File: src/rtl/systolic_feeder.sv
// systolic_feeder
//   Operand sequencer for an ARRAY_DIM x ARRAY_DIM output-stationary MAC
//   array. One k-slice per beat (a column of A and a row of B) is accepted on
//   two valid/ready streams. The two streams are joined so that neither one
//   transfers alone. Lane i is skewed by i cycles. A zero bubble is inserted
//   whenever the streams stall. The block runs num_tiles tiles of k_len beats.
//
// Ports
//   clk, reset (async, active-low)
//   start, k_len, num_tiles : job request, sampled in IDLE only
//   a_data/a_valid/a_ready  : A column stream, lane 0 in LSBs
//   b_data/b_valid/b_ready  : B row stream, lane 0 in LSBs
//   a_out, a_lane_vld, a_first : skewed west-edge operands, valid, k=0 tag
//   b_out, b_lane_vld          : skewed north-edge operands, valid
//   tile_done, done            : one-cycle pulses at tile end and job end
//   busy                       : high whenever not IDLE
module systolic_feeder #(
  parameter int ARRAY_DIM = 2,
  parameter int DATA_W    = 8,
  parameter int K_W       = 17,
  parameter int T_W       = 32
) (
  input  logic                        clk,
  input  logic                        reset,
  input  logic                        start,
  input  logic [K_W-1:0]              k_len,
  input  logic [T_W-1:0]              num_tiles,
  input  logic [ARRAY_DIM*DATA_W-1:0] a_data,
  input  logic                        a_valid,
  output logic                        a_ready,
  input  logic [ARRAY_DIM*DATA_W-1:0] b_data,
  input  logic                        b_valid,
  output logic                        b_ready,
  output logic [ARRAY_DIM*DATA_W-1:0] a_out,
  output logic [ARRAY_DIM*DATA_W-1:0] b_out,
  output logic [ARRAY_DIM-1:0]        a_lane_vld,
  output logic [ARRAY_DIM-1:0]        b_lane_vld,
  output logic [ARRAY_DIM-1:0]        a_first,
  output logic                        tile_done,
  output logic                        done,
  output logic                        busy
);

  localparam int DRN_W = $clog2(2 * ARRAY_DIM);
  // Drain covers the 2*ARRAY_DIM-2 cycles the last operand needs to reach
  // the far corner PE.
  localparam logic [DRN_W-1:0] DRAIN_LAST = DRN_W'(2 * ARRAY_DIM - 3);

  typedef enum logic [2:0] {IDLE, FEED, DRAIN, TILE_END, DONE} state_t;

  state_t           state;
  logic [K_W-1:0]   k_cnt;
  logic [K_W-1:0]   k_len_q;
  logic [T_W-1:0]   tile_cnt;
  logic [T_W-1:0]   num_q;
  logic [DRN_W-1:0] drain_cnt;

  logic beat;
  logic adv;
  logic first_beat;

  // The joint handshake: each side is ready only when the other side has data.
  assign a_ready    = (state == FEED) && b_valid;
  assign b_ready    = (state == FEED) && a_valid;
  assign beat       = (state == FEED) && a_valid && b_valid;
  assign adv        = (state == FEED) || (state == DRAIN);
  assign first_beat = beat && (k_cnt == '0);

  always_ff @(posedge clk or negedge reset) begin
    if (!reset) begin
      state     <= IDLE;
      k_cnt     <= '0;
      k_len_q   <= '0;
      tile_cnt  <= '0;
      num_q     <= '0;
      drain_cnt <= '0;
      tile_done <= 1'b0;
      done      <= 1'b0;
      busy      <= 1'b0;
    end else begin
      tile_done <= 1'b0;
      done      <= 1'b0;
      case (state)
        IDLE: begin
          if (start) begin
            k_len_q  <= k_len;
            num_q    <= num_tiles;
            k_cnt    <= '0;
            tile_cnt <= '0;
            busy     <= 1'b1;
            if ((k_len == '0) || (num_tiles == '0)) begin
              state <= DONE;
              done  <= 1'b1;
            end else begin
              state <= FEED;
            end
          end
        end
        FEED: begin
          if (beat) begin
            k_cnt <= k_cnt + K_W'(1);
            // k_len_q is nonzero here, so the compare never wraps.
            if (k_cnt == k_len_q - K_W'(1)) begin
              state     <= DRAIN;
              drain_cnt <= '0;
            end
          end
        end
        DRAIN: begin
          drain_cnt <= drain_cnt + DRN_W'(1);
          if (drain_cnt == DRAIN_LAST) begin
            state     <= TILE_END;
            tile_done <= 1'b1;
          end
        end
        TILE_END: begin
          tile_cnt <= tile_cnt + T_W'(1);
          if (tile_cnt == num_q - T_W'(1)) begin
            state <= DONE;
            done  <= 1'b1;
          end else begin
            k_cnt <= '0;
            state <= FEED;
          end
        end
        DONE: begin
          busy  <= 1'b0;
          state <= IDLE;
        end
        default: state <= IDLE;
      endcase
    end
  end

  for (genvar i = 0; i < ARRAY_DIM; i++) begin : g_lane
    logic signed [DATA_W-1:0] a_p [0:i];
    logic signed [DATA_W-1:0] b_p [0:i];
    logic [i:0]               a_vld_p;
    logic [i:0]               b_vld_p;
    logic [i:0]               first_p;

    always_ff @(posedge clk or negedge reset) begin
      if (!reset) begin
        for (int s = 0; s <= i; s++) begin
          a_p[s] <= '0;
          b_p[s] <= '0;
        end
        a_vld_p <= '0;
        b_vld_p <= '0;
        first_p <= '0;
      end else if (adv) begin
        // Stage p0: the input register. Stalls load a zero bubble so the
        // wavefront across lanes stays aligned.
        a_p[0]     <= beat ? $signed(a_data[i*DATA_W +: DATA_W]) : '0;
        b_p[0]     <= beat ? $signed(b_data[i*DATA_W +: DATA_W]) : '0;
        a_vld_p[0] <= beat;
        b_vld_p[0] <= beat;
        first_p[0] <= first_beat;
        // Stages p1..pi: lane-index skew.
        for (int s = 1; s <= i; s++) begin
          a_p[s]     <= a_p[s-1];
          b_p[s]     <= b_p[s-1];
          a_vld_p[s] <= a_vld_p[s-1];
          b_vld_p[s] <= b_vld_p[s-1];
          first_p[s] <= first_p[s-1];
        end
      end
    end

    assign a_out[i*DATA_W +: DATA_W] = a_p[i];
    assign b_out[i*DATA_W +: DATA_W] = b_p[i];
    assign a_lane_vld[i]             = a_vld_p[i];
    assign b_lane_vld[i]             = b_vld_p[i];
    assign a_first[i]                = first_p[i];
  end

endmodule
File: config.mk
export PLATFORM = sky130hd
export DESIGN_NAME = systolic_feeder
export DESIGN_NICKNAME = d
export VERILOG_FILES = /design/src/rtl/systolic_feeder.sv
export SDC_FILE = /design/constraint.sdc
export NUM_CORES = 1
export LEC_CHECK = 0
export CAP_MARGIN = 20
export CORE_AREA = 10 10 133 135
export DETAILED_ROUTE_END_ITERATION = 12
export DIE_AREA = 0 0 143 145
export PLACE_DENSITY = 0.84
export SLEW_MARGIN = 0
export SYNTH_ARGS = -nofsm -noshare
export SYNTH_HDL_FRONTEND = slang
export SYNTH_SLANG_ARGS = --single-unit
File: constraint.sdc
create_clock -name clk -period 7.12 [get_ports clk]
set_input_delay 1.068 -clock clk [delete_from_list [all_inputs] [get_ports clk]]
set_output_delay 1.068 -clock clk [all_outputs]
set_load 0.01 [all_outputs]
==> impl_metrics.csv, run 1 <==
group,metric,value,unit
synth,yosys.area.top_type,"dfrtp_1",
synth,synth_top_area_share,45.6,%
floorplan,start_util,57.7,%
power_and_ir_drop,combPwrFrac,17.1,%
run,cap_violations,0,
power_and_ir_drop,powerDensity,224,nW/um2
sta,fin_tns_setup,0,ns
power_and_ir_drop,vdd_drop_max,0.000174,V
setup_path,r2r-start,"k_len_q[0]",
place,gp_congestion,0.863,
setup_path,crit_fanout,8,
synth,syn_nets,1042,
clock_tree,clock_sinks,158,
setup_path,critPathLaunch,"k_len_q[0]",
global_route,grt_pass1_wl,35.1,mm
detailed_routing,ant_nets,0,
sta,skew,0.00603,ns
power_and_ir_drop,p_int,1.63,mW
synth,netlist_instances,950,
power_and_ir_drop,leakage,4.50,nW
clock_tree,clock_tree.buffer_depth,2,
synth,synthArstFlopShare,100,%
synth,syn_area_per_cell,9.14,um2
global_route,grt-ovfl-total,0,
floorplan,die_x,143,um
power_and_ir_drop,switching_share,30.3,%
global_route,grt_pass1_vias,7017,
detailed_routing,met2_length,10.3,mm
hold_path,holdCritPathClass,"register to register",
clock_tree,cts_setup_buffers,0,
setup_path,crit_path_start_kind,"register",
setup_path,slowest_delay,0.74,ns
detailed_routing,dr.pass1.iters,5,
clock_tree,htreeDepth,4,
clock_tree,cts_tree,"built",
detailed_routing,wl_per_cell,17.3,um
final_layout,n_antenna_cell,0,
final_layout,final_cells,1231,
setup_path,crit_slowest_cell,"nor3b_1",
detailed_routing,viasPerCell,5.98,
synth,ys_seq_area_share,45.6,%
global_route,antenna_found_initial,0,
clock_tree,clk_latency,0.43,ns
power_and_ir_drop,p_clk_share,36.9,%
final_layout,drive_gt1_share,7.29,%
sta,rsz0062_at_grt,"false",
setup_path,critPathMostFrequentCell,"o21ai_0",
place,dp_hpwl,15.4,mm
detailed_routing,dr.max_layer_used,"met4",
floorplan,die_area,20700,um2
synth,ys_ff_latch,158,
power_and_ir_drop,seqPwrFrac,46.0,%
outcome,run_status,"completed",
detailed_routing,vias,7363,
synth,synth_edf_count,0,
sta,fin_crit_sh,51.0,%
clock_tree,cts_resized,0,
clock_tree,clockRootBuffer,"clkbuf_16",
power_and_ir_drop,p_switching,0.708,mW
setup_path,arrival,3.94,ns
place,io_buffers,128,
global_route,grt_use_total,20.5,%
floorplan,die_h,145,um
setup_path,path_cells,"inv_1, ha_1, nor3b_1, nand3b_1, a211oi_1, o311ai_0, or4b_1, nor4_1, a21oi_1, o21ai_0, o21ai_0",
final_layout,seqCellArea,3950,um2
final_layout,fin_nets,1122,
setup_path,reg2reg_slack,3.49,ns
sta,post-route-min-period,3.63,ns
place,place_inst,1198,
clock_tree,cts.clk_slew.worst_paths,0.07,ns
hold_path,hp-start,"g_lane[1].b_p[10]",
detailed_routing,drc,0,
sta,worst_pin_slew,0.983,ns
sta,whs,0.495,ns
floorplan,rows,45,
synth,synthTopCellsByArea,"dfrtp_1 46%, nand2_1 8.6%, xnor2_1 3.7%",
global_route,grt_max_degree,96,
setup_path,cp-end-kind,"register",
synth,synth_common_cells,"199 x nand2_1, 158 x dfrtp_1, 52 x o21ai_0",
sta,report.final.slew_viol_count,0,
sta,setup_viol_count_final,0,
synth,yosys_warnings,0,
setup_path,worstPathRequired,7.43,ns
final_layout,area_growth,20.5,%
clock_tree,postCtsHoldBufs,0,
detailed_routing,drt_iter0_drc,626,
detailed_routing,postRouteWirelength,21.3,mm
sta,report.final.hold_viol_count,0,
setup_path,criticalPathCategory,"register to register",
clock_tree,cts_buffers,17,
detailed_routing,wirelength_met1,9.44,mm
detailed_routing,met3_length,1.21,mm
final_layout,fill_cells,1115,
synth,synthFlopType,"dfrtp_1",
sta,max_freq,275,MHz
final_layout,multi_input_area,4310,um2
synth,yosysMostFrequentCell,"nand2_1",
synth,synthesis.area,8680,um2
floorplan,io_pins,129,
floorplan,core_region_area,15000,um2
synth,synth_cell_types,66,
sta,slew_headroom,33.8,%
==> layer usage <==
metal,track usage (%),vias up
met2,32.7,254
met4,6.97,0
li1,-,3554
met5,0,-
met1,26.8,3521
met3,4.34,34
==> layout by cell type, fill, tap and decap left out, types with 19 or more instances in the layout <==
master           synthesis  routed
nand2_1                199     199
dfrtp_1                158     158
clkdlybuf4s50_1          0     127
o21ai_0                 52      52
nor2_1                  47      45
xnor2_1                 37      37
nand3_1                 35      35
a22o_1                  32      32
nand4_1                 29      29
nor4_1                  24      24
nor3_1                  21      21
xor2_1                  20      20
mux2_2                  19      19
==> worst max-delay path, delay by kind of cell, from the launching register on <==
kind / cells / cell delay, ns
and+or+nand+nor: 4 / 1.95
DFF: 1 / 0.43
AOI/OAI and AO/OA: 5 / 0.85
adders and majority gates: 1 / 0.18
buffers and inverters: 1 / 0.10
==> flip-flops by register name, summed over array words and instances, names as in the netlist <==
signal,count
g_lane.b_p,16
g_lane.first_p,2
state,3
tile_cnt,32
a_out,8
done,1
k_len_q,17
busy,1
g_lane.a_p,16
k_cnt,17
tile_done,1
g_lane.a_vld_p,2
drain_cnt,2
b_out,8
num_q,32
==> final timing paths <==
check,endpoint,cells past startpoint
min,g_lane[1].b_p[10],1
max,drain_cnt[0],11
min in group asynchronous,g_lane[0].b_p[2],1
min reg2reg,g_lane[1].b_p[10],1
max in group asynchronous,tile_cnt[11],2
max reg2reg,drain_cnt[0],11
==> cell type report <==
class | count | share of cell area [%]
clock inverter | 14 | 1.20
timing repair buffer | 133 | 12.8
tap | 188 | 2.25
clock buffer | 18 | 4.10
sequential | 158 | 37.8
multi-input combinational | 702 | 41.2
inverter | 18 | 0.646
==> cells by family after synthesis <==
kind of cell,after synthesis,share of synthesized area (%)
fa+ha+maj,6,0.865
compound gates,169,13.3
xor+xnor,57,5.75
buf+inv,90,4.93
simple gates,434,25.2
mux,36,4.43
flops,158,45.6
==> power by group through the flow <==
stage,combinational [mW],clock [mW],sequential (mW)
after global routing,0.447,0.917,1.09
after CTS,0.400,0.879,1.07
after global placement,0.384,0,1.09
after floorplan,0.272,0,1.05
after detailed placement,0.395,0,1.09
final,0.399,0.863,1.08
==> metrics by stage <==
step           worst slack, ns  area [um2]  power, mW  utilization, %
3_3_place_gp              3.68        9880       1.47            65.7
6_report                  3.49       10500       2.34            69.6
3_5_place_dp              3.54        9880       1.48            65.7
5_1_grt                   3.14       10500       2.45            69.6
2_1_floorplan             4.18        8680       1.33               -
4_1_cts                   3.55       10400       2.35            69.4
(Power assumes the default switching activity.)
==> run 2, diff against run 1 <==
--- a/config.mk
+++ b/config.mk
@@ -6,10 +6,10 @@
 export NUM_CORES = 1
 export LEC_CHECK = 0
 export CAP_MARGIN = 20
-export CORE_AREA = 10 10 133 135
+export CORE_AREA = 10 10 137 139
 export DETAILED_ROUTE_END_ITERATION = 12
-export DIE_AREA = 0 0 143 145
-export PLACE_DENSITY = 0.84
+export DIE_AREA = 0 0 147 149
+export PLACE_DENSITY = 0.8
 export SLEW_MARGIN = 0
 export SYNTH_ARGS = -nofsm -noshare
 export SYNTH_HDL_FRONTEND = slang
==> constraint.sdc (replaced) <==
create_clock -name clk -period 3.63 [get_ports clk]
set_input_delay 0.5445 -clock clk [delete_from_list [all_inputs] [get_ports clk]]
set_output_delay 0.5445 -clock clk [all_outputs]
set_load 0.01 [all_outputs]
==> run 2 against run 1 <==
Clock power grew 100%. Worst hold slack got worse by 0.33 ns. Clock skew increased by 0.0049 ns. Sequential share of layout area decreased by 0.51 points. Final cell count up 3.5%. Final area rose by 1.4%. Flip-flop and latch count did not move. Combinational power rose by 97%. Largest power group unchanged. Highest routed layer unchanged.
==> impl_metrics.csv, run 2 (synthesis gave the netlist of run 1 again) <==
group,metric,value,unit
final_layout,fin_nets,1133,
floorplan,rows,47,
sta,worst_pin_slew,0.900,ns
global_route,grt-ovfl-total,0,
floorplan,io_pins,129,
detailed_routing,vias,7428,
global_route,grt_pass1_wl,37.0,mm
detailed_routing,postRouteWirelength,22.1,mm
final_layout,final_cells,1274,
sta,fin_crit_sh,87.2,%
detailed_routing,dr.pass1.iters,5,
clock_tree,clock_sinks,158,
setup_path,worstPathRequired,3.94,ns
clock_tree,clock_tree.buffer_depth,2,
clock_tree,clockRootBuffer,"clkbuf_16",
sta,slew_headroom,40.0,%
detailed_routing,drt_iter0_drc,619,
global_route,grt_pass1_vias,7233,
clock_tree,postCtsHoldBufs,0,
setup_path,crit_path_start_kind,"register",
power_and_ir_drop,leakage,4.57,nW
clock_tree,clk_latency,0.42,ns
sta,report.final.slew_viol_count,0,
outcome,run_status,"completed",
global_route,grt_use_total,20.3,%
sta,fin_ws,0.466,ns
final_layout,final_cell_mix,"199 x nand2_1, 158 x dfrtp_1, 127 x clkdlybuf4s50_1, 52 x o21ai_0, 45 x nor2_1",
final_layout,final_common_cell,"nand2_1",
global_route,antenna_found_initial,0,
place,place_inst,1242,
floorplan,die_x,147,um
place,io_buffers,128,
clock_tree,cts_buffers,17,
setup_path,crit_fanout,6,
final_layout,design_area,10600,um2
setup_path,cp-end-kind,"register",
floorplan,core_region_area,16200,um2
final_layout,reg_top3,"num_q (32), tile_cnt (32)",
place,placed_area,10000,um2
setup_path,arrival,3.47,ns
sta,rsz0062_at_grt,"false",
floorplan,start_util,53.7,%
setup_path,r2r-start,"num_q[0]",
place,gp_congestion,0.948,
hold_path,holdCritPathClass,"input port to asynchronous set/reset pin",
detailed_routing,drc,0,
clock_tree,cts_tree,"built",
sta,post-route-min-period,3.16,ns
place,pre_cts_ws,0.357,ns
power_and_ir_drop,powerDensity,438,nW/um2
detailed_routing,wl_per_cell,17.4,um
setup_path,criticalPathCategory,"register to register",
global_route,grt_max_degree,82,
place,dp_hpwl,16.1,mm
sta,skew,0.0110,ns
setup_path,reg2reg_slack,0.47,ns
detailed_routing,ant_nets,0,
floorplan,die_area,21900,um2
setup_path,critPathLaunch,"num_q[0]",
final_layout,drive_gt1_share,8.44,%
final_layout,area_growth,22.1,%
clock_tree,cts.clk_slew.worst_paths,0.06,ns
run,cap_violations,0,
detailed_routing,viasPerCell,5.83,
final_layout,n_antenna_cell,0,
sta,setup_viol_count_final,0,
sta,max_freq,316,MHz
sta,whs,0.162,ns
sta,fin_tns_setup,0,ns
floorplan,die_h,149,um
final_layout,fill_cells,1331,
sta,report.final.hold_viol_count,0,
clock_tree,htreeDepth,4,
power_and_ir_drop,vdd_drop_max,0.000384,V
-- run 2: cell count changes in the layout (fill, tap and decap cells not counted), sizes merged --
cell and change:
buf +11, bufinv +1, clkbuf +2, clkinv +3, inv -6
-- run 2: metal layers --
layer	global-route usage, %	wire [um]	share of wire, %	vias to the layer above
met1	27.2	10100	46	3541
met5	0	0	0	-
met3	4.40	1280	5.8	39
li1	-	-	-	3575
met4	6.10	388	1.8	0
met2	32.2	10400	47	273
-- run 2: final cells by class --
cell class | instances | area, um2 | area share, %
Clock buffer | 20 | 467 | 4.40
Multi-Input combinational cell | 702 | 4310 | 40.7
Sequential cell | 158 | 3950 | 37.3
Tap cell | 220 | 275 | 2.60
Timing Repair Buffer | 144 | 1420 | 13.3
Clock inverter | 12 | 110 | 1.04
Inverter | 18 | 67.6 | 0.637
-- run 2: final timing paths --
kind	endpoint	cells past startpoint
hold reg to reg	g_lane[1].b_p[10]	1
max in group asynchronous	tile_cnt[7]	2
hold / removal	g_lane[0].a_p[5]	1
setup reg to reg	state[0]	10
setup / recovery	state[0]	10
min in group clk	g_lane[1].b_p[10]	1
-- run 2: what timing repair did --
| item | in CTS | in global routing |
|---|---|---|
| setup endpoints to repair | 0 | 2 |
| buffers inserted | 0 | 0 |
| resized for setup | 0 | 1 |
-- run 2: power breakdown --
part           internal (mW)  total, mW  switching, mW
Combinational          0.401      0.788          0.387
Clock                   1.00       1.74          0.736
Sequential              1.90       2.12          0.216
-- run 2: critical path: stages, from the launching register on --
cell	delay [ns]
dfrtp_1	0.41
inv_1	0.08
ha_1	0.27
or4b_2	0.65
nor4_1	0.32
a31oi_1	0.10
nor4_2	0.31
nand4_1	0.21
or4_1	0.46
a31oi_1	0.18
nor2_1	0.05
-- run 2: metrics by stage --
| stage | total power [mW] | util, % |
|---|---|---|
| finish | 4.65 | 65.5 |
| global route | 4.87 | 65.5 |
| CTS | 4.66 | 65.5 |
| detailed placement | 2.93 | 61.9 |
| global placement | 2.90 | 61.9 |
| floorplan | 2.60 | - |
